===== config.mk =====
export PLATFORM = sky130hd
export DESIGN_NAME = uart_rx_flat
export DESIGN_NICKNAME = d
export VERILOG_FILES = /design/src/rtl/uart_rx_if.sv /design/src/rtl/uart_rx.sv /design/src/flat_wrapper.sv
export SDC_FILE = /design/constraint.sdc
export NUM_CORES = 1
export LEC_CHECK = 0
export ABC_AREA = 1
export CORE_AREA = 5 5 65 67
export DETAILED_ROUTE_END_ITERATION = 12
export DIE_AREA = 0 0 70 72
export GPL_TIMING_DRIVEN = 1
export PLACE_DENSITY = 0.86
export SLEW_MARGIN = 20
export SYNTH_ARGS = -nofsm -noshare
export SYNTH_HDL_FRONTEND = slang
export SYNTH_SLANG_ARGS = --single-unit

===== constraint.sdc =====
create_clock -name clk -period 1.8 [get_ports clk]
set_clock_uncertainty 0.05 [all_clocks]
set_input_delay 0.27 -clock clk [delete_from_list [all_inputs] [get_ports clk]]
set_output_delay 0.27 -clock clk [all_outputs]
set_load 0.05 [all_outputs]

===== src/rtl/uart_rx_if.sv =====
// uart_rx_if: serial line, host request and received-byte signals of the UART receiver.
interface uart_rx_if;
    logic       rx;
    logic       go;
    logic [7:0] data;
    logic       dr;
    logic       ferr;
    modport master (output rx, go, input data, dr, ferr);
    modport slave (input rx, go, output data, dr, ferr);
endinterface


===== src/rtl/uart_rx.sv =====
// uart_rx: 8N1 UART receiver with a go/dr host handshake and a one-cycle framing-error pulse.
module uart_rx #(
    parameter int CLK_FREQ  = 66_000_000,
    parameter int BAUD_RATE = 9600
) (
    input logic       clk,
    input logic       rst,
    uart_rx_if.slave  bus
);
    localparam int BIT_TIME = CLK_FREQ / BAUD_RATE;
    localparam int HALF     = BIT_TIME / 2;
    localparam int CW       = BIT_TIME > 1 ? $clog2(BIT_TIME) : 1;
    localparam logic [CW-1:0] BIT_END  = CW'(BIT_TIME - 1);
    localparam logic [CW-1:0] HALF_END = CW'(HALF - 1);

    typedef enum logic [2:0] {IDLE, START, DATA, STOP, WAIT_GO_LOW} state_t;

    state_t        state;
    logic          s1, rxs;
    logic [CW-1:0] cnt;
    logic [2:0]    bitn;
    logic [7:0]    shift, data_r;
    logic          dr_r, ferr_r;

    assign bus.data = data_r;
    assign bus.dr   = dr_r;
    assign bus.ferr = ferr_r;

    always_ff @(posedge clk) begin
        if (rst) begin
            state  <= IDLE;
            s1     <= 1'b1;
            rxs    <= 1'b1;
            cnt    <= '0;
            bitn   <= '0;
            shift  <= '0;
            data_r <= '0;
            dr_r   <= 1'b0;
            ferr_r <= 1'b0;
        end else begin
            s1     <= bus.rx;
            rxs    <= s1;
            ferr_r <= 1'b0;
            case (state)
                IDLE: if (bus.go && !rxs) begin
                    cnt   <= '0;
                    state <= START;
                end
                // mid-start-bit recheck rejects glitches shorter than half a bit
                START: if (cnt == HALF_END) begin
                    cnt   <= '0;
                    bitn  <= '0;
                    state <= rxs ? IDLE : DATA;
                end else cnt <= cnt + CW'(1);
                DATA: if (cnt == BIT_END) begin
                    cnt   <= '0;
                    shift <= {rxs, shift[7:1]};
                    bitn  <= bitn + 3'd1;
                    if (bitn == 3'd7) state <= STOP;
                end else cnt <= cnt + CW'(1);
                STOP: if (cnt == BIT_END) begin
                    cnt <= '0;
                    if (rxs) begin
                        data_r <= shift;
                        dr_r   <= 1'b1;
                        state  <= WAIT_GO_LOW;
                    end else begin
                        ferr_r <= 1'b1;
                        state  <= IDLE;
                    end
                end else cnt <= cnt + CW'(1);
                WAIT_GO_LOW: if (!bus.go) begin
                    dr_r  <= 1'b0;
                    state <= IDLE;
                end
                default: state <= IDLE;
            endcase
        end
    end
endmodule

===== src/flat_wrapper.sv =====
// flat-port wrapper written by rule: the top's interface ports become plain ports
module uart_rx_flat 
#(
    parameter int CLK_FREQ  = 66_000_000,
    parameter int BAUD_RATE = 9600
)
  (clk, rst, bus_rx, bus_go, bus_data, bus_dr, bus_ferr);
  uart_rx_if bus_i ();
  input logic clk;
  input logic rst;
  input wire logic [$bits(bus_i.rx)-1:0] bus_rx;
  input wire logic [$bits(bus_i.go)-1:0] bus_go;
  output wire logic [$bits(bus_i.data)-1:0] bus_data;
  output wire logic [$bits(bus_i.dr)-1:0] bus_dr;
  output wire logic [$bits(bus_i.ferr)-1:0] bus_ferr;
  assign bus_i.rx = bus_rx;
  assign bus_i.go = bus_go;
  assign bus_data = bus_i.data;
  assign bus_dr = bus_i.dr;
  assign bus_ferr = bus_i.ferr;
  uart_rx #(.CLK_FREQ(CLK_FREQ), .BAUD_RATE(BAUD_RATE)) u_core (.clk(clk), .rst(rst), .bus(bus_i));
endmodule

# [After elaboration in Yosys (flattened, before gate mapping)]
# Cells that the tools add are included.
[totals] reg_bits=39
[classes] add_sub_neg=2 n_eq_ne=14 mux=21 bitwise_logic=2 reduce_logical=14
[ops] op="13-bit 2-to-1 mux" count=3
[ops] op="13-bit one-hot mux with 3 select lines" count=1
[ops] op="3-bit 2-to-1 mux" count=9
[ops] op="3-bit one-hot mux with 5 select lines" count=1
[ops] op="13-bit by 1-bit adder with 13-bit output (second input constant)" count=1
[ops] op="13-bit by 12-bit == test with 1-bit output (second input constant)" count=1
[ops] op="13-bit == test (second input constant)" count=1
[ops] op="2-bit by 1-bit != test with 1-bit output (second input constant)" count=6
[ops] op="3-bit by 2-bit == test with 1-bit output (second input constant)" count=2
[ops] op="3-bit == test (second input constant)" count=2
[ops] op="3-bit one-hot mux with 2 select lines" count=1
[ops] op="3-bit AND reduction" count=2
[ops] op="6-bit AND reduction" count=1
[ops] op="1-bit 2-to-1 mux" count=4
[ops] op="2-bit AND reduction" count=2
[ops] op="4-bit AND reduction" count=1
[ops] op="2-bit nonzero test" count=2
[ops] op="3-bit by 1-bit adder with 3-bit output (second input constant)" count=1
[ops] op="3-bit by 1-bit == test with 1-bit output (second input constant)" count=1
[ops] op="3-bit logical NOT" count=1
[ops] op="3-bit nonzero test" count=1
[ops] op="3-bit OR reduction" count=1
[ops] op="2-bit 2-to-1 mux" count=1
[ops] op="2-bit != test (second input constant)" count=1
[ops] op="other kinds (5)" count=6

# [Logic depth before layout (Yosys ltp)]
# Gate-level depths: netlist (run 1).
[depth] word_depth=4 ltp_mapped=13

# [Worst setup path after synthesis (run 1)]
# OpenSTA, ideal clock, no wires.
[synth_timing] path_kind="register -> register" start="register u_core.cnt[0]" end="register u_core.cnt[8]" setup_ns=0.123 t_arrival_ns=1.274 required_time_ns=1.627 setup_slack_ns=0.354 path_stages_with_launch=10 n_path_buf=0 path_cell_list="dfxtp_1 -> inv_1 -> ha_1 -> nand2_2 -> nor2_2 -> nand3_4 -> nand2_2 -> nand3_2 -> nand2_4 -> nor3_2"
[synth_via] elab_chain_cells=3 word_cells_on_any_way=6 classes_between="1 x add/sub; 2 x eq/ne; 3 x mux"
[synth_rtl] element="start: declaration" line="uart_rx.sv:20" text="logic [CW-1:0] cnt;"
[synth_rtl] element="start signal: assignment" line="uart_rx.sv:54" text="end else cnt <= cnt + CW'(1);"
[synth_rtl] element="start signal: assignment" line="uart_rx.sv:60" text="end else cnt <= cnt + CW'(1);"
[synth_rtl] element="start signal: assignment" line="uart_rx.sv:71" text="end else cnt <= cnt + CW'(1);"
[synth_rtl] element="13-bit by 1-bit adder with 13-bit output, or another cell as far along" line="uart_rx.sv:54, uart_rx.sv:60, uart_rx.sv:71"
[synth_rtl] element="13-bit 2-to-1 mux (on tied branches)" line="uart_rx.sv:55, uart_rx.sv:61, uart_rx.sv:50"
[synth_rtl] element="13-bit one-hot mux with 3 select lines *" line="uart_rx.sv:44" text="case (state)"
# Mark *: on every way between the ends. The rest lies on a longest branch, timed or not.
# A chain may end at the register's enable or synchronous reset.

# [Final worst setup path (run 1)]
[layout_timing] start="register u_core.cnt[0]" end="register u_core.data_r[7], in the netlist u_core.bus.data[7]"
[layout_via] elab_chain_cells=2
[layout_rtl] element="13-bit == test" line="uart_rx.sv:61" text="STOP: if (cnt == BIT_END) begin"
[layout_rtl] element="3-bit AND reduction (no source line)"
[layout_rtl] element="end signal: assignment" line="uart_rx.sv:64" text="data_r <= shift;"
[layout_rtl] element="end: declaration" line="uart_rx.sv:22" text="logic [7:0] shift, data_r;"
# No other way between the ends.

==> impl_metrics.json, run 1 <==
{
  "grt_pass1_wl_um": 6870,
  "area_growth_pct": 12.0,
  "htree_levels": 2,
  "worst-slew-pin-transition_ns": 0.493,
  "fp.dieW_um": 70,
  "dieArea_um2": 5040,
  "synth_area_per_cell_um2": 7.43,
  "final-setup-viol-count": 0,
  "clkTransAtPathRegs_ns": 0.13,
  "outcome": "complete, no violations",
  "worst_hold_startpoint": "u_core.s1",
  "p_comb_share_pct": 31.6,
  "cp-startpoint": "u_core.cnt[0]",
  "setup-tns-final_ns": 0,
  "multi_input_area_um2": 1020,
  "synth_common_cells": "nand2_1 (44), dfxtp_1 (39), inv_1 (39)",
  "ant_nets": 0,
  "p_int_w": 0.00129,
  "via_per_inst": 5.10,
  "cts.sinks": 39,
  "rsz0062_at_grt": "true",
  "preCtsSetupSlack_ns": 0.0755,
  "drtIter0Drc": 158,
  "core.rowCount": 22,
  "ys_seq_area_share_pct": 38.9,
  "core_area_um2": 3580,
  "synth_ff_type": "dfxtp_1",
  "yosys.cell_count.top_type": "nand2_1",
  "swShare_pct": 38.8,
  "synth_edf_count": 0,
  "start_util_pct": 56.1,
  "finalCritPeriodShare_pct": 93.8,
  "fillers": 306,
  "async_flop_share_pct": 0,
  "syn-num-nets": 279,
  "grt_start_max_net_pins": 27,
  "port_buffers": 13,
  "io_pins": 14,
  "layout_setup_ws_ns": 0.112,
  "fp.dieH_um": 72,
  "hold_violations": 0,
  "synth.cell_area_um2": 2010,
  "wire_per_inst_um": 11.4,
  "cts_hold_buf": 0,
  "seqCellArea_um2": 781,
  "cap_violations": 0,
  "antenna_found_initial": 0,
  "dp_hpwl_um": 2860,
  "path_max_fanout": 15,
  "drt_pass1_iterations": 4,
  "p_sw_w": 0.000817,
  "hold_path.class": "reg -> reg",
  "power_leakage_nw": 0.983,
  "drcViolationCount": 0,
  "ir_drop_v": 0.000430,
  "numCtsBuffers": 5,
  "yosysTopAreaCell": "dfxtp_1",
  "slew_headroom_pct": 67.3,
  "ys.warnings.count": 0,
  "wl_um": 3860,
  "vias": 1730,
  "min_period_ns": 1.69,
  "cts_tree": "done",
  "final_net_count": 299,
  "grt_pass1_vias": 1555,
  "synth_cells": 270,
  "place_congestion": 0.914,
  "clk_latency_ns": 0.36,
  "startpoint_type": "register",
  "power_density_nw_per_um2": 936,
  "fmax_ghz": 0.592,
  "cts_buffer_depth": 2,
  "drive_gt1_share_pct": 21.6,
  "cp-end-kind": "register",
  "drv_slew": 0,
  "synth_cell_types": 32,
  "cts-root-buf": "clkbuf_4",
  "arrival_ns": 1.94,
  "p_clk_share_pct": 22.4,
  "synth-seq-cells": 39,
  "p_seq_share_pct": 46.0,
  "crit_required_ns": 2.06,
  "r2r_start": "u_core.cnt[0]",
  "fin_hold_ws_ns": 0.403,
  "insertedDiodeCount": 0,
  "grt_overflow_total": 0,
  "synth.area.top_cells": "dfxtp_1 (39%), nand2_1 (8.2%), inv_1 (7.3%)",
  "track_usage_pct": 16.9,
  "critical_path_class": "reg -> reg",
  "synthDominantCellAreaShare_pct": 38.9
}
## critical path, cell delays in order (launching register included)
cell,delay (ns)
dfxtp_1,0.37
inv_1,0.09
ha_1,0.16
nand2_2,0.07
nor2_2,0.17
nand3_4,0.18
nor2_8,0.25
buf_4,0.16
o21ai_2,0.05
a21oi_2,0.10
## metrics by stage
stage	std cells	utilization (%)	power, W	instance area, um2
2_1_floorplan	270	-	0.00153	2010
3_3_place_gp	328	60.3	0.00163	2160
3_5_place_dp	328	60.3	0.00164	2160
4_1_cts	336	61.9	0.00212	2210
5_1_grt	339	62.8	0.00227	2250
6_report	339	62.8	0.00210	2250
## cell type report
class,count,share of cell area (%)
Multi-Input combinational cell,181,45.5
Sequential cell,39,34.7
Inverter,44,7.35
Timing Repair Buffer,19,6.90
Tap cell,48,2.67
Clock buffer,5,1.67
Clock inverter,3,1.11
## cell usage in the layout (no fill, tap or decap), types with 3 or more instances in the layout
cell type and count:
o21ai_0 17, nand2_1 43, nand2_4 3, a21oi_1 24
dfxtp_1 39, clkdlybuf4s50_1 3, clkbuf_4 5, nor2_1 21
nor3_1 6, inv_2 5, buf_4 12, nor2_2 11
nand3_1 12, dlygate4sd2_1 4, ha_1 5, nand2_2 6
a21oi_2 3, inv_1 39, nor3_2 4, nand4_1 6
o21ai_1 5
## timing repair
action,in CTS,in global routing
resized for setup,4,2
endpoints found under the setup margin,4,12
setup buffers,0,3
pin swaps,0,2
## power groups by stage
stage | registers (W) | logic, W | clock network (W)
final | 0.000968 | 0.000664 | 0.000470
after global routing | 0.000977 | 0.000762 | 0.000526
after CTS | 0.000969 | 0.000659 | 0.000492
after detailed placement | 0.000988 | 0.000656 | 0
after global placement | 0.000984 | 0.000643 | 0
after floorplan | 0.000976 | 0.000551 | 0
## metal layers
layer  part of all wire (%)  vias to the layer above  wire length, um  GRT usage, %
li1                       -                      906                -             -
met3                    4.1                       11              159          3.74
met2                     45                       32             1750          27.1
met1                     48                      781             1860          21.7
met5                      0                        -                0             0
met4                    2.6                        0               99          7.87
## cells by family (layout without fill, tap and decap cells)
logic type | count (synthesis) | after routing | share of synthesized area, %
AND/OR/NAND/NOR | 121 | 121 | 32.3
buffers and inverters | 50 | 71 | 10.6
adder cells (fa/ha/maj) | 5 | 5 | 3.12
XOR/XNOR | 1 | 1 | 0.436
AO/OA/AOI/OAI | 54 | 54 | 14.7
flip-flops | 39 | 39 | 38.9
## flip-flops by register name, indices dropped and copies added (netlist names)
name             cells
u_core.cnt          13
u_core.bus.data      8
u_core.shift         8
u_core.bitn          3
u_core.state         3
u_core.bus.dr        1
u_core.bus.ferr      1
u_core.rxs           1
u_core.s1            1
## final timing paths
kind,endpoint,slack [ns],cells after the start
worst min register to register,u_core.rxs,0.40,1
worst max-delay path,u_core.bus.data[7],0.11,9
worst max register to register,u_core.bus.data[7],0.11,9
worst min-delay path,u_core.rxs,0.40,1
Note: power is estimated with default switching activity, not from simulation.
==> inputs of run 2 (changes only) <==
--- a/config.mk
+++ b/config.mk
@@ -10,7 +10,8 @@
 export DETAILED_ROUTE_END_ITERATION = 12
 export DIE_AREA = 0 0 70 72
 export GPL_TIMING_DRIVEN = 1
-export PLACE_DENSITY = 0.86
+export PLACE_DENSITY_LB_ADDON = 0.08
+export SETUP_SLACK_MARGIN = 0.3
 export SLEW_MARGIN = 20
 export SYNTH_ARGS = -nofsm -noshare
 export SYNTH_HDL_FRONTEND = slang
==> run 2 against run 1 <==
Net effect:
- flip-flop and latch count stayed put
- largest cell class unchanged
- final cell count is 3.2% higher
- sequential power is 2.8% higher
- setup slack better by 0.17 ns
- via count is 6.3% higher
- hold slack worse by 0.028 ns
- clock power hardly changed
- register-to-register slack better by 0.17 ns
- final area is 14% higher
- critical endpoint is now u_core.cnt[0]
- sequential share of layout area is 3.6 points lower
- critical path type unchanged
==> impl_metrics.json, run 2 (synthesized netlist as in run 1, its figures left out) <==
{
  "outcome": "complete, no violations",
  "preCtsSetupSlack_ns": 0.0973,
  "finalCritPeriodShare_pct": 84.3,
  "port_buffers": 13,
  "cts.sinks": 39,
  "arrival_ns": 1.71,
  "core_area_um2": 3580,
  "placed_area_um2": 2180,
  "cp_common_cell": "nand2_4",
  "rsz0062_at_grt": "true",
  "cp-end-kind": "register",
  "final_area_um2": 2560,
  "critical_path.top_delay_family": "simple AND/OR/NAND/NOR gates",
  "slowest_stage": "dfxtp_4",
  "drtIter0Drc": 163,
  "insertedDiodeCount": 0,
  "grt_pass1_wl_um": 7190,
  "dp_hpwl_um": 2860,
  "wire_per_inst_um": 12.6,
  "io_pins": 14,
  "setup-tns-final_ns": 0,
  "fin_hold_ws_ns": 0.376,
  "htree_levels": 2,
  "dieArea_um2": 5040,
  "place_congestion": 0.868,
  "cts-root-buf": "clkbuf_4",
  "start_util_pct": 56.1,
  "grt_pass1_vias": 1596,
  "clk_latency_ns": 0.35,
  "cp_num_buf_inv": 2,
  "r2r_start": "u_core.cnt[0]",
  "final_net_count": 310,
  "ir_drop_v": 0.000514,
  "critical_path_class": "reg -> reg",
  "dp_cells": 328,
  "cts_tree": "done",
  "antenna_found_initial": 0,
  "layout_common_cells": "nand2_1 (39), inv_1 (33), dfxtp_1 (30), a21oi_1 (23), buf_4 (18)",
  "fillers": 294,
  "final_common_cell": "nand2_1",
  "cap_violations": 0,
  "fin_cells": 350,
  "slew_headroom_pct": 77.9,
  "drv_slew": 0,
  "cts_buffer_depth": 2,
  "hold_violations": 0,
  "holdPathStages": 1,
  "critPathMaxStageDelay_ns": 0.38,
  "power_leakage_nw": 1.07,
  "ant_nets": 0,
  "core.rowCount": 22,
  "startpoint_type": "register",
  "worst-slew-pin-transition_ns": 0.330,
  "drt_pass1_iterations": 4,
  "drcViolationCount": 0,
  "area_growth_pct": 27.5,
  "drive_gt1_share_pct": 37.1,
  "r2r-end": "u_core.cnt[0]",
  "path_max_fanout": 5,
  "grt_start_max_net_pins": 27,
  "rr_worst_depth": 9,
  "worst_hold_startpoint": "u_core.s1",
  "track_usage_pct": 17.7,
  "fp.dieH_um": 72,
  "crit_chain": "inv_4 > ha_2 > nand2_1 > nor2_2 > nand3_2 > nand2_4 > nand2_4 > o211ai_1 > inv_1",
  "crit_required_ns": 1.99,
  "min_period_ns": 1.52,
  "fp.dieW_um": 70,
  "hold_path.class": "reg -> reg",
  "wl_um": 4400,
  "via_per_inst": 5.25,
  "cts_hold_buf": 0,
  "fmax_ghz": 0.659,
  "top_register": "u_core.cnt",
  "layout_setup_ws_ns": 0.283,
  "r2r_slack_ns": 0.28,
  "min_to": "u_core.rxs",
  "largest_register_ffs": 13,
  "numCtsBuffers": 5,
  "grt_overflow_total": 0,
  "clkTransAtPathRegs_ns": 0.11,
  "vias": 1839,
  "final-setup-viol-count": 0,
  "power_density_nw_per_um2": 907
}
[run 2: what timing repair did]
item / 4_1_cts / 5_1_grt
pin swaps: 11 / 13
buffers inserted: 6 / 8
gates cloned: 0 / 0
setup endpoints to repair: 39 / 37
gates resized for setup: 37 / 40
[run 2: power breakdown]
group          leakage, nW  switching, W  internal (W)
clock               0.0278      0.000316      0.000157
sequential           0.320     0.0000762      0.000919
combinational        0.726      0.000527      0.000327
total                 1.07      0.000920       0.00140
[run 2: cell type report]
class                   instances  area (um2)  share of cell area, %
clock inverters                 3        23.8                  0.929
well taps                      48        60.1                   2.35
inverters                      44         168                   6.55
multi-input cells             181        1190                   46.4
flip-flops and latches         39         797                   31.1
clock buffers                   5        37.5                   1.47
repair buffers                 30         287                   11.2
[run 2: layer usage]
metal	GRT usage, %	wire length (um)
met5	0	0
met2	25.7	1980
met1	25.3	2100
met4	6.38	63
met3	4.43	257
[run 2: metrics by stage]
stage,utilization (%),total power [W]
2_1_floorplan,-,0.00153
3_3_place_gp,60.9,0.00169
3_5_place_dp,60.9,0.00169
4_1_cts,66.8,0.00220
5_1_grt,71.5,0.00248
6_report,71.5,0.00232
[run 2: worst max path at each step]
| stage | startpoint | endpoint | slack, ns | cells after the start |
|---|---|---|---|---|
| after floorplan | u_core.cnt[0] | u_core.cnt[8] | 0.35 | 9 |
| after detailed placement | bus_go | u_core.cnt[12] | 0.1 | 7 |
| final | u_core.cnt[0] | u_core.cnt[0] | 0.28 | 9 |
| after global placement | bus_go | u_core.cnt[8] | 0.11 | 7 |
| after global routing | u_core.cnt[7] | u_core.state[1] | 0.14 | 10 |
| after CTS | u_core.cnt[0] | u_core.cnt[0] | 0.26 | 9 |
